File: config.mk
export PLATFORM = sky130hd
export DESIGN_NAME = ram_sdp_be_init
export DESIGN_NICKNAME = d
export VERILOG_FILES = /design/src/rtl/ram_sdp_be_init.sv
export SDC_FILE = /design/constraint.sdc
export NUM_CORES = 1
export LEC_CHECK = 0
export BUFFER_PORTS_ARGS = -buffer_cell sky130_fd_sc_hd__buf_4
export CAP_MARGIN = 40
export CORE_UTILIZATION = 55
export CTS_CLUSTER_SIZE = 24
export DETAILED_ROUTE_END_ITERATION = 8
export MAX_ROUTING_LAYER = met4
export PLACE_DENSITY_LB_ADDON = 0.1
export SLEW_MARGIN = 15
export SYNTH_ARGS = -nofsm -noshare
export SYNTH_HDL_FRONTEND = slang
export SYNTH_SLANG_ARGS = --single-unit
File: constraint.sdc
create_clock -name clk -period 4.1 [get_ports clk]
set_input_delay 1.23 -clock clk [delete_from_list [all_inputs] [get_ports clk]]
set_output_delay 1.23 -clock clk [all_outputs]
set_load 0.05 [all_outputs]
File: src/rtl/ram_sdp_be_init.sv
// Simple dual-port RAM: byte-enable write port, synchronous read port with valid strobe,
// and a power-up sequencer that fills every word with INIT_VAL before accepting traffic.
//
// state | meaning
// INIT  | sweeping init_ptr over the array writing INIT_VAL; port requests ignored
// READY | array initialised; reads and writes accepted
module ram_sdp_be_init #(
  parameter int unsigned      WIDTH    = 32,
  parameter int unsigned      DEPTH    = 16,
  parameter int unsigned      ADDR     = (DEPTH > 1) ? $clog2(DEPTH) : 1,
  parameter bit               OUT_REG  = 1'b0,
  parameter bit               RDW_NEW  = 1'b0,
  parameter logic [WIDTH-1:0] INIT_VAL = '0
) (
  input  logic               clk,
  input  logic               rst_n,
  input  logic               wr_en,
  input  logic [ADDR-1:0]    wr_addr,
  input  logic [WIDTH-1:0]   wr_data,
  input  logic [WIDTH/8-1:0] wr_be,
  input  logic               rd_en,
  input  logic [ADDR-1:0]    rd_addr,
  output logic [WIDTH-1:0]   rd_data,
  output logic               rd_valid,
  output logic               ready,
  output logic               addr_err
);

  localparam int unsigned     NB        = WIDTH / 8;
  localparam logic [ADDR:0]   DEPTH_W   = (ADDR + 1)'(DEPTH);
  localparam logic [ADDR-1:0] LAST_ADDR = ADDR'(DEPTH - 1);

  typedef enum logic [0:0] {
    ST_INIT  = 1'b0,
    ST_READY = 1'b1
  } state_t;

  state_t          state_q, state_d;
  logic [ADDR-1:0] init_ptr_q, init_ptr_d;
  logic            init_we;

  logic [WIDTH-1:0] mem [DEPTH];

  logic             wr_in_range, rd_in_range;
  logic             wr_fire, rd_fire, err_hit;
  logic [WIDTH-1:0] wr_merged;
  logic [WIDTH-1:0] rd_word;
  logic [WIDTH-1:0] rd_data_q;
  logic             rd_valid_q;
  logic             addr_err_q;

  // ---------------------------------------------------------------- sequencer
  always_ff @(posedge clk or negedge rst_n) begin
    if (!rst_n) begin
      state_q    <= ST_INIT;
      init_ptr_q <= '0;
    end else begin
      state_q    <= state_d;
      init_ptr_q <= init_ptr_d;
    end
  end

  always_comb begin
    state_d    = state_q;
    init_ptr_d = init_ptr_q;
    init_we    = 1'b0;
    case (state_q)
      ST_INIT: begin
        init_we = 1'b1;
        if (init_ptr_q == LAST_ADDR) begin
          state_d    = ST_READY;
          init_ptr_d = '0;
        end else begin
          init_ptr_d = init_ptr_q + 1'b1;
        end
      end
      ST_READY: begin
        state_d = ST_READY;
      end
      default: begin
        state_d = ST_INIT;
      end
    endcase
  end

  assign ready = (state_q == ST_READY);

  // ---------------------------------------------------------------- request qualification
  // Addresses past DEPTH only exist when DEPTH is not a power of two.
  assign wr_in_range = ({1'b0, wr_addr} < DEPTH_W);
  assign rd_in_range = ({1'b0, rd_addr} < DEPTH_W);

  assign wr_fire = ready & wr_en & wr_in_range;
  assign rd_fire = ready & rd_en & rd_in_range;
  assign err_hit = ready & ((wr_en & ~wr_in_range) | (rd_en & ~rd_in_range));

  // ---------------------------------------------------------------- storage
  always_comb begin
    wr_merged = mem[wr_addr];
    for (int i = 0; i < NB; i++) begin
      if (wr_be[i]) wr_merged[8*i +: 8] = wr_data[8*i +: 8];
    end
  end

  always_ff @(posedge clk) begin
    if (init_we) begin
      mem[init_ptr_q] <= INIT_VAL;
    end else if (wr_fire) begin
      mem[wr_addr] <= wr_merged;
    end
  end

  // Same-address bypass returns the post-write word; otherwise the stored (old) word.
  always_comb begin
    rd_word = mem[rd_addr];
    if (RDW_NEW && wr_fire && (wr_addr == rd_addr)) begin
      rd_word = wr_merged;
    end
  end

  // ---------------------------------------------------------------- read pipeline
  generate
    if (OUT_REG) begin : g_out_reg
      logic             s1_valid;
      logic [WIDTH-1:0] s1_data;

      always_ff @(posedge clk or negedge rst_n) begin
        if (!rst_n) begin
          s1_valid   <= 1'b0;
          s1_data    <= '0;
          rd_valid_q <= 1'b0;
          rd_data_q  <= '0;
        end else begin
          s1_valid   <= rd_fire;
          rd_valid_q <= s1_valid;
          if (rd_fire)  s1_data   <= rd_word;
          if (s1_valid) rd_data_q <= s1_data;
        end
      end
    end else begin : g_no_out_reg
      always_ff @(posedge clk or negedge rst_n) begin
        if (!rst_n) begin
          rd_valid_q <= 1'b0;
          rd_data_q  <= '0;
        end else begin
          rd_valid_q <= rd_fire;
          if (rd_fire) rd_data_q <= rd_word;
        end
      end
    end
  endgenerate

  assign rd_data  = rd_data_q;
  assign rd_valid = rd_valid_q;

  // ---------------------------------------------------------------- sticky address error
  always_ff @(posedge clk or negedge rst_n) begin
    if (!rst_n) begin
      addr_err_q <= 1'b0;
    end else if (err_hit) begin
      addr_err_q <= 1'b1;
    end
  end

  assign addr_err = addr_err_q;

endmodule

# Word-level counts from Yosys, hierarchy flattened
# Memories as Yosys holds them, arrays and structs flattened. A register that Yosys moved wholly into a read port is not among the register bits.
# Cells that the tools add are included.
dict set report word_totals {
  output_inout_bits 35
  mem_bits_rw 512
  in_bits 48
  mem_count 1
  wordCells 33
  register_bits 6
}
dict set report op_classes {
  add_sub_neg 1
  mux 14
  reduce_logical 6
  bitwise 3
  eq_ne 5
}
# name words word_bits read_ports rd_clocked_by_memory_dff wr line
set mem_list {}
lappend mem_list {mem 16 32 1 1 1 42} ;# logic [WIDTH-1:0] mem [DEPTH];
# op n
set ops {}
lappend ops {{$mux 32} 1}
lappend ops {{$mux 8} 4}
lappend ops {{$reduce_or 32->1} 1}
lappend ops {{$mux 4} 3}
lappend ops {{$reduce_and 2->1} 4}
lappend ops {{$mux 1} 5}
lappend ops {{$add 4x1->4 const B} 1}
lappend ops {{$eq 4x4->1 const B} 1}
lappend ops {{$ne 1x1->1 const B} 4}
lappend ops {{$and 1x1->1} 2}
lappend ops {{$pmux 1 s2} 1}
lappend ops {{$logic_not 1->1} 1}
lappend ops {{$not 1->1} 1}

# Depth between registers and ports, before layout
# Gate-level depths: netlist of the first run.
dict set report depth {
  ltp_word 7
  mapped_depth 7
  ltp_nobuf 4
}

# Least setup slack after synthesis of the first run
# OpenSTA, ideal clock, no wires.
dict set report synth_timing {
  kind {input port to flip-flop}
  startpoint {in wr_be[0]}
  endpoint {mem mem[5][0] (enable)}
  setup_ps 383
  required_ps 3717
  n_path_buf 2
  path_slack_ps 931
  arrival_time_ps 2786
  path_stages 6
  cell_sequence {nor4_4 > nor2_4 > buf_8 > mux2i_4 > buf_6 > nor3_1}
}
dict set report synth_via {
  elab_chain_len 4
  word_cells_on_any_way 5
  classes_between {eq/ne: 1; mux: 2; reduce/logical: 2}
}
# item line
set synth_lines {}
lappend synth_lines {{start: declaration} 20} ;# input logic [WIDTH/8-1:0] wr_be,
lappend synth_lines {{$ne 1x1->1 (no source line) (*)} -}
lappend synth_lines {{$reduce_and 2->1 (no source line) (*)} -}
lappend synth_lines {{$reduce_or 32->1 (no source line)} -}
lappend synth_lines {{$mux 4 (no source line)} -}
lappend synth_lines {{end: declaration} 42}
# Every way passes the cells marked *; elsewhere a longest branch is shown, timed or not.

# Worst setup path after layout of the first run
dict set report layout_timing {
  startpoint {in wr_en}
  endpoint {mem mem[5][12] (enable)}
}
dict set report layout_via {
  elab_chain_len 7
  word_cells_on_any_way 11
  classes_between {mux: 5; bitwise: 1; reduce/logical: 5}
}
# item line
set layout_lines {}
lappend layout_lines {{start: declaration} 17} ;# input logic wr_en,
lappend layout_lines {{$and 1x1->1 (*)} 93} ;# assign wr_fire = ready & wr_en & wr_in_range;
lappend layout_lines {{$mux 1 (*)} 108} ;# end else if (wr_fire) begin
lappend layout_lines {{$mux 1 (*)} 106} ;# if (init_we) begin
lappend layout_lines {{$mux 1 (not written as such) (*)} 109} ;# mem[wr_addr] <= wr_merged;
lappend layout_lines {{$reduce_and 2->1 (no source line)} -}
lappend layout_lines {{$reduce_or 32->1 (no source line)} -}
lappend layout_lines {{$mux 4 (no source line)} -}
# Marks and branches as above.

==> impl_metrics.env, run 1 <==
export IMPL_grt_max_degree=55
export IMPL_globalRouteOverflowTotal=0
export IMPL_maxCapViolCount=0
export IMPL_fin_setup_tns_ps=0
export IMPL_cts_tree="done"
export IMPL_cts_setup_buffers=0
export IMPL_fillers=2770
export IMPL_io_buffers=81
export IMPL_die_w_um=201.7
export IMPL_synth_cells=1349
export IMPL_start_kind="primary input"
export IMPL_mostFrequentLayoutCells="512 x edfxtp_1, 256 x mux2i_1, 117 x nand2_1, 117 x buf_4, 73 x nand3_1"
export IMPL_synth_yosys_seq_area_share_pct=74.45
export IMPL_synth_cell_types=35
export IMPL_p_leak_nw=9.903
export IMPL_initial_utilization_pct=56.22
export IMPL_avgViaCountPerCell=5.939
export IMPL_critPathKind="primary input to flip-flop"
export IMPL_regArea_um2=16330
export IMPL_coreArea_um2=39010
export IMPL_max_freq_mhz=307.8
export IMPL_cts_buffers=55
export IMPL_wl_per_cell_um=24.69
export IMPL_slew_headroom_pct=42.09
export IMPL_ant_nets=0
export IMPL_clkTransAtPathRegs_ps=60
export IMPL_reg2reg_depth=7
export IMPL_final_layout_size_suffix_gt1_share_pct=18.17
export IMPL_cts_hold_buf=0
export IMPL_worst_path_max_fanout=12
export IMPL_status="finished, final reports clean"
export IMPL_die_area_um2=40670
export IMPL_syn_nets=1398
export IMPL_yosysTopAreaCell="edfxtp_1"
export IMPL_dr_total_vias=12228
export IMPL_area_growth_pct=15.71
export IMPL_layout_commonest_cell="edfxtp_1"
export IMPL_track_usage_pct=26.25
export IMPL_ir_drop_mv=0.4944
export IMPL_cp_endpoint="mem[5][12]"
export IMPL_die_h_um=201.7
export IMPL_clock_skew_ps=18.83
export IMPL_initialDrtViolationCount=1100
export IMPL_finalMaxSlewViolations=0
export IMPL_finalWeightedCongestion=0.7924
export IMPL_required_ps=4400
export IMPL_nets=1544
export IMPL_drc=0
export IMPL_row_count=72
export IMPL_wl_um=50830
export IMPL_multiInputGateArea_um2=5223
export IMPL_rsz0062_at_grt="no"
export IMPL_power_total_mw=12.18
export IMPL_worstHoldPathCells=2
export IMPL_grt_pass1_vias=11977
export IMPL_grt_pass1_wl_um=75750
export IMPL_synth_warnings=0
export IMPL_antenna_cells=0
export IMPL_place_ws_ps=203.1
export IMPL_cts_resized=0
export IMPL_setup_viol=0
export IMPL_design_area_um2=25370
export IMPL_endpoint_kind="flip-flop"
export IMPL_placed_cell_area_um2=23530
export IMPL_synth_area_um2=21930
export IMPL_final_setup_worst_slack_ps=851.3
export IMPL_synth_seq_cells=550
export IMPL_hold_class="flip-flop to flip-flop"
export IMPL_cp_arrival_ps=3550
export IMPL_antenna_found_initial=1
export IMPL_htree_levels=2
export IMPL_fin_crit_sh_pct=79.24
export IMPL_rr_endpoint="mem[5][12]"
export IMPL_cts_sinks=550
export IMPL_p_per_area_nw_per_um2=480.0
export IMPL_root_buffer="clkbuf_16"
export IMPL_clkLatencyLatePin_ps=600
export IMPL_syn_area_per_cell_um2=16.26
export IMPL_hpwlAfterDp_um=32090
export IMPL_ioPinCount=83
export IMPL_synth_top_cell_area_share_pct=70.11
export IMPL_synth_area_leaders="edfxtp_1 70%, mux2i_1 12%, dfrtp_1 4.3%"
export IMPL_dr_pass1_iters=5
export IMPL_reg2reg_slack_ps=1110
export IMPL_worst_pin_slew_ps=868.6
export IMPL_hold_viol=0
export IMPL_regToRegStartpoint="ready"
export IMPL_finalCriticalPeriod_ps=3249
export IMPL_clock_tree_buffer_depth=3
export IMPL_crit_start="wr_en"
[synthesized netlist by cell type, drive strengths merged]
| cell type | number |
|---|---|
| mux2 | 3 |
| nor2 | 7 |
| nor3 | 64 |
| a31o | 1 |
| nor4 | 1 |
| buf | 49 |
| nor2b | 10 |
| and2 | 33 |
| o31ai | 1 |
| a22oi | 72 |
| nand3 | 73 |
| o21ai | 2 |
| nand4 | 24 |
| mux2i | 262 |
| nand2b | 2 |
| inv | 1 |
| ha | 1 |
| clkbuf | 35 |
| edfxtp | 512 |
| xnor2 | 1 |
| dfrtp | 38 |
| a21oi | 33 |
| conb | 1 |
| a21boi | 4 |
| nand2 | 119 |
[state kept, by name (all words and copies together), names as in the netlist]
| name | count |
|---|---|
| init_ptr_q | 4 |
| rd_data | 32 |
| rd_valid | 1 |
| ready | 1 |
| mem | 512 |
[cells by family after synthesis]
group,Yosys count,synth area share [%]
multiplexers,265,12.45
AO/OA/AOI/OAI,113,3.475
buffers and inverters,85,1.911
other,1,0.01710
flip-flops,550,74.45
adder cells (fa/ha/maj),1,0.05705
AND/OR/NAND/NOR,333,7.600
XOR/XNOR,1,0.03995
[per-stage QoR]
stage	hold WS, ps	instances	util (%)
floorplan	521.4	1349	-
finish	477.4	2059	65.05
global route	514.1	2059	65.05
global placement	464.3	1910	59.65
CTS	484.4	2057	65.01
detailed placement	471.1	1954	60.33
[where the power goes]
group	internal (mW)	switching [mW]
Clock	3.00	2.06
Combinational	0.274	0.619
Sequential	6.20	0.0307
Total	9.47	2.71
[worst max-delay path, cell delays in order]
cell and delay (ps):
buf_4 110, nand2_2 70, nor2_4 540, buf_4 310, mux2i_4 200, buf_8 220
nor3_1 560, clkbuf_2 280
[per-layer routing]
layer  global-route usage [%]  wire length (µm)
met1                    37.13             22230
met5                        -                 0
met3                    4.146              3571
met2                    39.80             23770
met4                    7.440              1262
[worst min path at each step]
stage / startpoint / endpoint / slack [ps]
6_report: rd_data[18] / rd_data[18] / 480
5_1_grt: rd_data[31] / rd_data[31] / 510
4_1_cts: rd_data[18] / rd_data[18] / 480
3_5_place_dp: rd_data[18] / rd_data[18] / 470
3_3_place_gp: rd_data[18] / rd_data[18] / 460
2_1_floorplan: init_ptr_q[3] / init_ptr_q[3] / 520
[area by class of cell]
cell class	instances	area share, %
Timing Repair Buffer	173	5.306
Clock inverter	25	1.110
Clock buffer	78	6.090
Tap cell	518	2.554
Sequential cell	550	64.34
Inverter	1	0.01479
Multi-Input combinational cell	714	20.58
Power figures use the tool's default switching activity.
==> run 2, diff against run 1 <==
Clock period 4.1 ns to 2.9 ns, I/O delays scaled along.
==> run 2 against run 1 <==
  * Clock skew shrank 8.2 ps
  * Core utilization grew 0.45 points
  * Global-route usage is essentially flat
  * Hold slack lost 150 ps
  * Non-clock buffer count grew 10
  * Die area is the same
  * Largest cell class unchanged
==> impl_metrics.env, run 2 (synthesis gave the netlist of run 1 again) <==
export IMPL_finalWeightedCongestion=0.7923
export IMPL_globalRouteOverflowTotal=0
export IMPL_cp_arrival_ps=1560
export IMPL_root_buffer="clkbuf_16"
export IMPL_hold_class="primary input to asynchronous set/reset pin"
export IMPL_largest_register="mem"
export IMPL_finalCriticalPeriod_ps=2429
export IMPL_row_count=72
export IMPL_largest_register_ffs=512
export IMPL_ir_drop_mv=0.5619
export IMPL_rsz0062_at_grt="no"
export IMPL_antenna_cells=0
export IMPL_cts_hold_buf=0
export IMPL_worst_path_max_fanout=12
export IMPL_critPathKind="flip-flop to output pin"
export IMPL_place_ws_ps=64.52
export IMPL_fin_util_pct=65.49
export IMPL_nets=1553
export IMPL_final_setup_worst_slack_ps=471.1
export IMPL_switchingPower_mw=3.747
export IMPL_maxCapViolCount=0
export IMPL_required_ps=2030
export IMPL_antenna_found_initial=0
export IMPL_comb_power_share_pct=7.4
export IMPL_p_leak_nw=9.955
export IMPL_ioPinCount=83
export IMPL_cts_buffers=54
export IMPL_die_area_um2=40670
export IMPL_final_layout_size_suffix_gt1_share_pct=18.77
export IMPL_clkLatencyLatePin_ps=590
export IMPL_setup_viol=0
export IMPL_power_total_mw=17.01
export IMPL_ant_nets=0
export IMPL_hold_viol=0
export IMPL_cts_setup_buffers=0
export IMPL_drc=0
export IMPL_cell_internal_pwr_mw=13.27
export IMPL_clkTransAtPathRegs_ps=60
export IMPL_die_w_um=201.7
export IMPL_initialDrtViolationCount=771
export IMPL_mostFrequentLayoutCells="512 x edfxtp_1, 256 x mux2i_1, 168 x buf_4"
export IMPL_grt_max_degree=65
export IMPL_dr_pass1_iters=6
export IMPL_cts_sinks=550
export IMPL_initial_utilization_pct=56.22
export IMPL_io_buffers=81
export IMPL_endpoint_kind="output pin"
export IMPL_status="finished, final reports clean"
export IMPL_clock_tree_buffer_depth=3
export IMPL_die_h_um=201.7
export IMPL_placed_cell_area_um2=23750
export IMPL_grt_pass1_vias=12149
export IMPL_wl_um=50170
export IMPL_slew_headroom_pct=42.67
export IMPL_max_freq_mhz=411.7
export IMPL_fin_crit_sh_pct=83.75
export IMPL_coreArea_um2=39010
export IMPL_cts_resized=0
export IMPL_htree_levels=2
export IMPL_finalMaxSlewViolations=0
export IMPL_cts_tree="done"
export IMPL_worst_pin_slew_ps=842.0
export IMPL_clock_skew_ps=10.60
export IMPL_power_frac_clock_pct=40.8
export IMPL_dr_total_vias=12098
export IMPL_design_area_um2=25550
export IMPL_start_kind="flip-flop"
export IMPL_hpwlAfterDp_um=30620
export IMPL_wl_per_cell_um=24.26
export IMPL_avgViaCountPerCell=5.850
export IMPL_p_per_area_nw_per_um2=666.0
export IMPL_pwr_share_seq_pct=51.7
export IMPL_track_usage_pct=26.21
export IMPL_layout_commonest_cell="edfxtp_1"
export IMPL_netSwitchingFraction_pct=22.02
export IMPL_area_growth_pct=16.50
export IMPL_grt_pass1_wl_um=76060
## run 2: layout make-up
class	count	area (µm²)
fillers	2740	13460
multi-input cells	714	5218
flip-flops and latches	550	16330
well taps	518	648.1
repair buffers	183	1559
inverters	1	3.754
clock inverters	18	165.2
clock buffers	84	1628
## run 2: per-layer routing
metal | wire [µm] | part of all wire (%) | global-route usage, % | vias to the layer above
met4 | 802 | 1.6 | 6.683 | 0
met2 | 24980 | 50 | 42.07 | 384
li1 | - | - | - | 5536
met5 | 0 | 0 | - | -
met3 | 2936 | 5.9 | 3.450 | 61
met1 | 21450 | 43 | 35.71 | 6117
## run 2: through the flow
stage / instances / TNS [ps] / hold WS [ps]
2_1_floorplan: 1349 / 0 / 521.4
3_3_place_gp: 1964 / -10990 / 467.3
3_5_place_dp: 1966 / 0 / 472.5
4_1_cts: 2068 / 0 / 348.8
5_1_grt: 2068 / 0 / 364.4
6_report: 2068 / 0 / 330.5
## run 2: critical path, stage by stage (launching register included)
cell	delay, ps
dfrtp_1	460
buf_4	270
buf_4	230
## run 2: worst paths after layout
kind,endpoint,cells after the start,startpoint,slack (ps)
worst max-delay path,ready,2,ready,470
min in group clk,rd_data[14],2,rd_data[14],480
worst min-delay path,rd_data[19],1,rst_n,330
max in group asynchronous,rd_data[0],1,rst_n,2080
worst min register to register,rd_data[14],2,rd_data[14],480
worst max register to register,mem[0][30],6,ready,650
## run 2: power groups by stage
stage | Sequential, mW | Combinational [mW] | Clock (mW)
floorplan | 9.17 | 0.558 | 0
global placement | 8.97 | 1.26 | 0
detailed placement | 8.97 | 1.28 | 0
CTS | 8.80 | 1.28 | 7.03
global route | 8.81 | 1.35 | 7.32
finish | 8.80 | 1.27 | 6.95
